$ cat src/rtl/mf_disp_sync_pkg.sv
// Shared constants and helpers for the multi-channel async-level synchroniser.
package mf_disp_sync_pkg;
   localparam int MF_SYNC_MIN_STAGES = 2;

   // Filter counter width; never below 1 bit so the unfiltered build stays legal.
   function automatic int mf_filt_cnt_w(input int filt_cyc);
      return (filt_cyc < 1) ? 1 : $clog2(filt_cyc + 1);
   endfunction
endpackage

$ cat src/rtl/mf_disp_sync_chan.sv
// One channel: sync chain, stability filter, registered rise/fall pulses.
// Optional sticky change flag under MF_DISP_SYNC_STICKY_EN.
module mf_disp_sync_chan
   import mf_disp_sync_pkg::*;
#(
   parameter int   STAGES   = 2,
   parameter int   FILT_CYC = 4,
   parameter logic RST_VAL  = 1'b0
) (
   input  logic clk,
   input  logic reset,
   input  logic in_async,
   input  logic sticky_clr,
   output logic out_sync,
   output logic rise,
   output logic fall,
   output logic sticky
);
   localparam int CW = mf_filt_cnt_w(FILT_CYC);

   (* ASYNC_REG = "TRUE" *) logic [STAGES-1:0] chain_q;
   logic [STAGES-1:0] chain_d;
   logic [CW-1:0]     cnt_q, cnt_d;
   logic              out_q, out_d;
   logic              rise_q, rise_d;
   logic              fall_q, fall_d;
   logic              raw;

   assign raw = chain_q[STAGES-1];

   always_comb begin
      chain_d = {chain_q[STAGES-2:0], in_async};
      cnt_d   = '0;
      out_d   = out_q;
      if (FILT_CYC <= 1) begin
         out_d = raw;
      end else if (raw == out_q) begin
         cnt_d = '0;
      end else if (cnt_q == CW'(FILT_CYC - 1)) begin
         out_d = raw;
         cnt_d = '0;
      end else begin
         cnt_d = cnt_q + CW'(1);
      end
      // Pulses are derived from the next state so they line up with out_sync.
      rise_d = out_d & ~out_q;
      fall_d = ~out_d & out_q;
   end

   always_ff @(posedge clk or posedge reset) begin
      if (reset) begin
         chain_q <= {STAGES{RST_VAL}};
         cnt_q   <= '0;
         out_q   <= RST_VAL;
         rise_q  <= 1'b0;
         fall_q  <= 1'b0;
      end else begin
         chain_q <= chain_d;
         cnt_q   <= cnt_d;
         out_q   <= out_d;
         rise_q  <= rise_d;
         fall_q  <= fall_d;
      end
   end

   assign out_sync = out_q;
   assign rise     = rise_q;
   assign fall     = fall_q;

`ifdef MF_DISP_SYNC_STICKY_EN
   logic sticky_q, sticky_d;

   // Set has priority over a coincident clear.
   always_comb begin
      sticky_d = sticky_q;
      if (sticky_clr) sticky_d = 1'b0;
      if (rise_d | fall_d) sticky_d = 1'b1;
   end

   always_ff @(posedge clk or posedge reset) begin
      if (reset) sticky_q <= 1'b0;
      else       sticky_q <= sticky_d;
   end

   assign sticky = sticky_q;
`else
   logic unused_sticky_clr;
   assign unused_sticky_clr = sticky_clr;
   assign sticky = 1'b0;
`endif
endmodule

$ cat src/rtl/mf_disp_sync_multi.sv
// WIDTH independent async-level synchronisers with glitch filter and edge pulses.
// Define MF_DISP_SYNC_STICKY_EN to add per-channel sticky change flags.
module mf_disp_sync_multi
   import mf_disp_sync_pkg::*;
#(
   parameter int               WIDTH    = 4,
   parameter int               STAGES   = 2,
   parameter int               FILT_CYC = 4,
   parameter logic [WIDTH-1:0] RST_VAL  = {WIDTH{1'b0}}
) (
   input  logic             clk,
   input  logic             reset,
   input  logic [WIDTH-1:0] in_async,
   output logic [WIDTH-1:0] out_sync,
   output logic [WIDTH-1:0] rise,
   output logic [WIDTH-1:0] fall,
   input  logic [WIDTH-1:0] sticky_clr,
   output logic [WIDTH-1:0] sticky
);
   if (STAGES < MF_SYNC_MIN_STAGES) begin : g_err_stages
      $error("mf_disp_sync_multi: STAGES must be >= %0d", MF_SYNC_MIN_STAGES);
   end
   if (WIDTH < 1) begin : g_err_width
      $error("mf_disp_sync_multi: WIDTH must be >= 1");
   end

   for (genvar g = 0; g < WIDTH; g++) begin : g_chan
      mf_disp_sync_chan #(
         .STAGES   (STAGES),
         .FILT_CYC (FILT_CYC),
         .RST_VAL  (RST_VAL[g])
      ) u_chan (
         .clk        (clk),
         .reset      (reset),
         .in_async   (in_async[g]),
         .sticky_clr (sticky_clr[g]),
         .out_sync   (out_sync[g]),
         .rise       (rise[g]),
         .fall       (fall[g]),
         .sticky     (sticky[g])
      );
   end
endmodule

$ cat config.mk
export PLATFORM = sky130hd
export DESIGN_NAME = mf_disp_sync_multi
export DESIGN_NICKNAME = d
export VERILOG_FILES = /design/src/rtl/mf_disp_sync_pkg.sv /design/src/rtl/mf_disp_sync_chan.sv /design/src/rtl/mf_disp_sync_multi.sv
export SDC_FILE = /design/constraint.sdc
export NUM_CORES = 1
export LEC_CHECK = 0
export BUFFER_PORTS_ARGS = -buffer_cell sky130_fd_sc_hd__buf_2
export CAP_MARGIN = 20
export CORE_MARGIN = 4
export CORE_UTILIZATION = 25
export CTS_BUF_LIST = sky130_fd_sc_hd__clkbuf_16
export CTS_CLUSTER_DIAMETER = 120
export DETAILED_ROUTE_END_ITERATION = 12
export SLEW_MARGIN = 25
export SYNTH_ARGS = -nofsm -noshare
export SYNTH_HDL_FRONTEND = slang
export SYNTH_SLANG_ARGS = --single-unit
$ cat constraint.sdc
create_clock -name clk -period 1.08 [get_ports clk]
set_input_delay 0.324 -clock clk [delete_from_list [all_inputs] [get_ports clk]]
set_output_delay 0.324 -clock clk [all_outputs]
set_load 0.05 [all_outputs]
======== Word-level counts from Yosys, hierarchy flattened ========
Index checks and enable logic that the tools add are counted.
W data, S select, Z words.
storage, ports and cells
  output and inout bits ................... 16
  register bits after elaboration ......... 32
  input bits .............................. 10
  logic and storage cells ................. 64
cells by class
  equality and inequality tests ........... 8
  mux-type cells .......................... 16
  bitwise operators ....................... 16
  $add $sub $neg .......................... 4
operators by type and width
  operator               number
  $mux W3                8
  $add A3 B1 Y3 const B  4
  $eq A3 B2 Y1 const B   4
  $and A1 B1 Y1          8
  $mux W1                8
  $not A1 Y1             8
  $eq A1 B1 Y1           4

======== Logic depth before layout (Yosys ltp) ========
  depth after elaboration ................. 5
  depth in mapped cells ................... 3
  mapped depth without buffers ............ 3

======== Hierarchy ========
A second synthesis with hierarchy kept.
unflattened totals
  cells, all modules ...................... 80
  area, all modules ....................... 1201.2 µm²
modules (own cells, without submodules)
  module             instances  area an instance (µm²)  sequential area each (µm²)  cells each
  mf_disp_sync_chan  4          300.3                   200.2                       20

======== Worst setup path before layout ========
Ideal clock, no wire load.
  path kind ............................... register to register
  start point ............................. register g_chan[0].u_chan.cnt_q[0]
  end point ............................... register g_chan[0].u_chan.out_q
  stages on the path, launching flop included .. 4
  library setup time ...................... 0.125 ns
  required time ........................... 0.955 ns
  clock period less this slack ............ 1.116 ns
  buffers on the path ..................... 0
  setup slack ............................. -0.036 ns
  data arrival time ....................... 0.991 ns
  cell sequence ........................... dfrtp_1 -> ha_1 -> nand2b_4 -> mux2_2
on the way
  longest elaborated chain between the ends .. 3
RTL lines
  what                        line                     text
  start, declared             mf_disp_sync_chan.sv:23  logic [CW-1:0] cnt_q, cnt_d;
  start signal, assigned      mf_disp_sync_chan.sv:59  cnt_q <= cnt_d;
  $eq A3 B2 Y1                mf_disp_sync_chan.sv:39  end else if (cnt_q == CW'(FILT_CYC - 1)) begin
  $mux W1                     mf_disp_sync_chan.sv:39
  $mux W1                     mf_disp_sync_chan.sv:37  end else if (raw == out_q) begin
  net g_chan[0].u_chan.out_d  mf_disp_sync_chan.sv:24  logic out_q, out_d;
  end signal, assigned        mf_disp_sync_chan.sv:60  out_q <= out_d;
  end, declared               mf_disp_sync_chan.sv:24
The timed path passes the listed nets, and every way through them passes these cells.

======== Worst setup path after layout ========
  start point ............................. register g_chan[2].u_chan.out_q
  end point ............................... output port out_sync[2]
RTL lines
  what                    line                      text
  start, declared         mf_disp_sync_chan.sv:24
  start signal, assigned  mf_disp_sync_chan.sv:60
  end, declared           mf_disp_sync_multi.sv:14  output logic [WIDTH-1:0] out_sync,
No word-level cell between the ends.

==> impl_metrics.json <==
{
  "areaGrowthSynthToFinish_pct": 43.7,
  "cap_violations": 0,
  "vias": 686,
  "viasPerCell": 3.81,
  "hold_slack_ns": 0.0823,
  "path_buf_inv": 1,
  "p_comb_frac": 0.387,
  "rsz0062_at_grt": "true",
  "drive_gt1_frac": 0.531,
  "antenna_found_initial": 0,
  "ys_ff_latch": 32,
  "post-route-drc-count": 0,
  "crit_path_max_fanout": 2,
  "diodes": 0,
  "post-route-period-util": 1.06,
  "hold_buffers": 0,
  "rr_worst_depth": 3,
  "total_power_uw": 4680,
  "yosysSeqAreaShare": 0.632,
  "drtIter0Drc": 12,
  "tritoncts": "built",
  "status": "finished with violations",
  "syn_inst": 86,
  "nets": 127,
  "cp.depth": 1,
  "finalSetupViolCount": 13,
  "syn_avg_cell_area_sq_um": 14.7,
  "die-height_um": 79.2,
  "arrival_ns": 0.82,
  "slowest_delay_ns": 0.39,
  "start_util": 0.263,
  "finalWeightedCongestion": 0.658,
  "ys_warn_count": 0,
  "cts_made_buffers": 5,
  "grt_max_degree": 33,
  "clk_transition_reported_paths_ns": 0.05,
  "ant_nets": 0,
  "io_buffers": 17,
  "worstPathCellList": "buf_6",
  "dr.pass1.iters": 4,
  "path_class": "register to primary output",
  "row_count": 25,
  "cp_top_family": "flip-flops",
  "p_seq_frac": 0.342,
  "synthesis.area_sq_um": 1270,
  "grt_pass1_vias": 738,
  "end_kind": "primary output",
  "power_switching_uw": 1480,
  "cp_slowest_cell": "dfrtp_1",
  "final_hold_viol_count": 0,
  "startpoint_type": "register",
  "yosysUniqueCellTypes": 13,
  "cts_root_buf": "clkbuf_16",
  "core_area_sq_um": 4820,
  "layout_setup_ws_ns": -0.0602,
  "htree_num_levels": 2,
  "fmaxAchievable_ghz": 0.877,
  "dp_hpwl_um": 1230,
  "period_needed_ns": 1.14,
  "cts_max_path_buffers": 2,
  "skew_ns": 0.00168,
  "grt.total_usage": 0.0709,
  "clock_latency_ns": 0.27,
  "power.density_nw_per_um2": 2570,
  "clock_power_share": 0.271,
  "violations": "negative setup slack",
  "grt_pass1_wl_um": 3220,
  "hold_class": "primary input to async pin",
  "fp.dieW_um": 79.2,
  "ir_worst_vdd_mv": 1.48,
  "wire_per_inst_um": 10.8,
  "clock_sinks": 32,
  "drv_slew": 0,
  "wirelength_um": 1940,
  "grt_overflow": 0,
  "io_pins": 26,
  "swShare": 0.316,
  "crit_required_ns": 0.76,
  "p_leak_uw": 0.000854,
  "internal-power_uw": 3200,
  "die_area_sq_um": 6270
}
==> power by group through the flow <==
stage | combinational, uW | clock [uW] | sequential, uW
after floorplan | 993 | 0 | 1580
after global placement | 1050 | 0 | 1600
after detailed placement | 1100 | 0 | 1620
after CTS | 1610 | 1320 | 1600
after global routing | 1960 | 1370 | 1630
final | 1810 | 1270 | 1600
==> logic make-up after synthesis <==
group                      Yosys count  share of synthesized area
DFF                                 32                      0.632
and+or+nand+nor                     24                      0.164
buffers and inverters               17                     0.0978
xor gates and xnor gates             4                     0.0277
muxes                                4                     0.0356
adders and majority gates            4                     0.0395
other                                1                    0.00296
==> worst paths after layout <==
| check | start | to | slack [ns] |
|---|---|---|---|
| max reg2reg | g_chan[2].u_chan.cnt_q[0] | g_chan[2].u_chan.out_sync | -0.05 |
| min | reset | g_chan[2].u_chan.rise | 0.08 |
| min in group clk | in_async[0] | g_chan[0].u_chan.chain_q[0] | 0.16 |
| max in group asynchronous | reset | g_chan[1].u_chan.rise | 0.83 |
| max | g_chan[2].u_chan.out_sync | out_sync[2] | -0.06 |
| min reg2reg | g_chan[0].u_chan.chain_q[0] | g_chan[0].u_chan.chain_q[1] | 0.34 |
==> Yosys cell counts, drive strengths merged <==
cell | count | area [sq um]
nor2b | 2 | 20.0
dfrtp | 32 | 801
and3b | 5 | 43.8
buf | 16 | 120
nor3 | 1 | 5.00
ha | 4 | 50.1
inv | 1 | 3.75
mux2 | 4 | 45.0
nand2b | 3 | 41.3
nor3b | 13 | 97.6
xnor2 | 4 | 35.0
conb | 1 | 3.75
==> flip-flops by register name, indices dropped and copies added, names as in the netlist <==
| signal | count |
|---|---|
| g_chan.u_chan.fall | 4 |
| g_chan.u_chan.rise | 4 |
| g_chan.u_chan.chain_q | 8 |
| g_chan.u_chan.cnt_q | 12 |
| g_chan.u_chan.out_sync | 4 |
==> timing repair <==
action	CTS	global route
setup buffers	9	2
endpoints found under the setup margin	17	27
pin swaps	4	3
resized for setup	36	10
==> per-layer routing <==
| layer | track usage | vias to the layer above | wire length (um) |
|---|---|---|---|
| met1 | 0.0673 | 337 | 739 |
| met5 | 0 | - | 0 |
| met3 | 0.0408 | 8 | 172 |
| met4 | 0.0567 | 0 | 63 |
| met2 | 0.111 | 23 | 963 |
| li1 | - | 318 | - |
==> final cells by class <==
cell class / instances / area [sq um]
well taps: 67 / 83.8
flip-flops and latches: 32 / 801
inverters: 1 / 3.75
multi-input cells: 40 / 500
clock buffers: 5 / 125
repair buffers: 33 / 297
clock inverters: 2 / 8.76
fillers: 474 / 3000
==> metrics by stage <==
step	utilization	instances	area, sq um	setup WS, ns	setup TNS (ns)
floorplan	-	89	1280	0.0000850	0
global placement	0.287	162	1380	-0.0291	-0.0457
detailed placement	0.287	162	1380	-0.0871	-0.172
CTS	0.360	178	1730	-0.0756	-0.682
global route	0.378	180	1820	-0.0957	-1.01
finish	0.378	180	1820	-0.0602	-0.542
==> cells in the final DEF, fill, tap and decap left out, drive strengths merged <==
master  synthesis  routed
buf            16      33
nor2b           2       2
clkbuf          0       5
nor3            1       1
nand2b          3       3
conb            1       4
ha              4       4
clkinv          0       1
dfrtp          32      32
xnor2           4       4
and3b           5       5
nor3b          13      13
inv             1       2
mux2            4       4
Power figures use the tool's default switching activity.
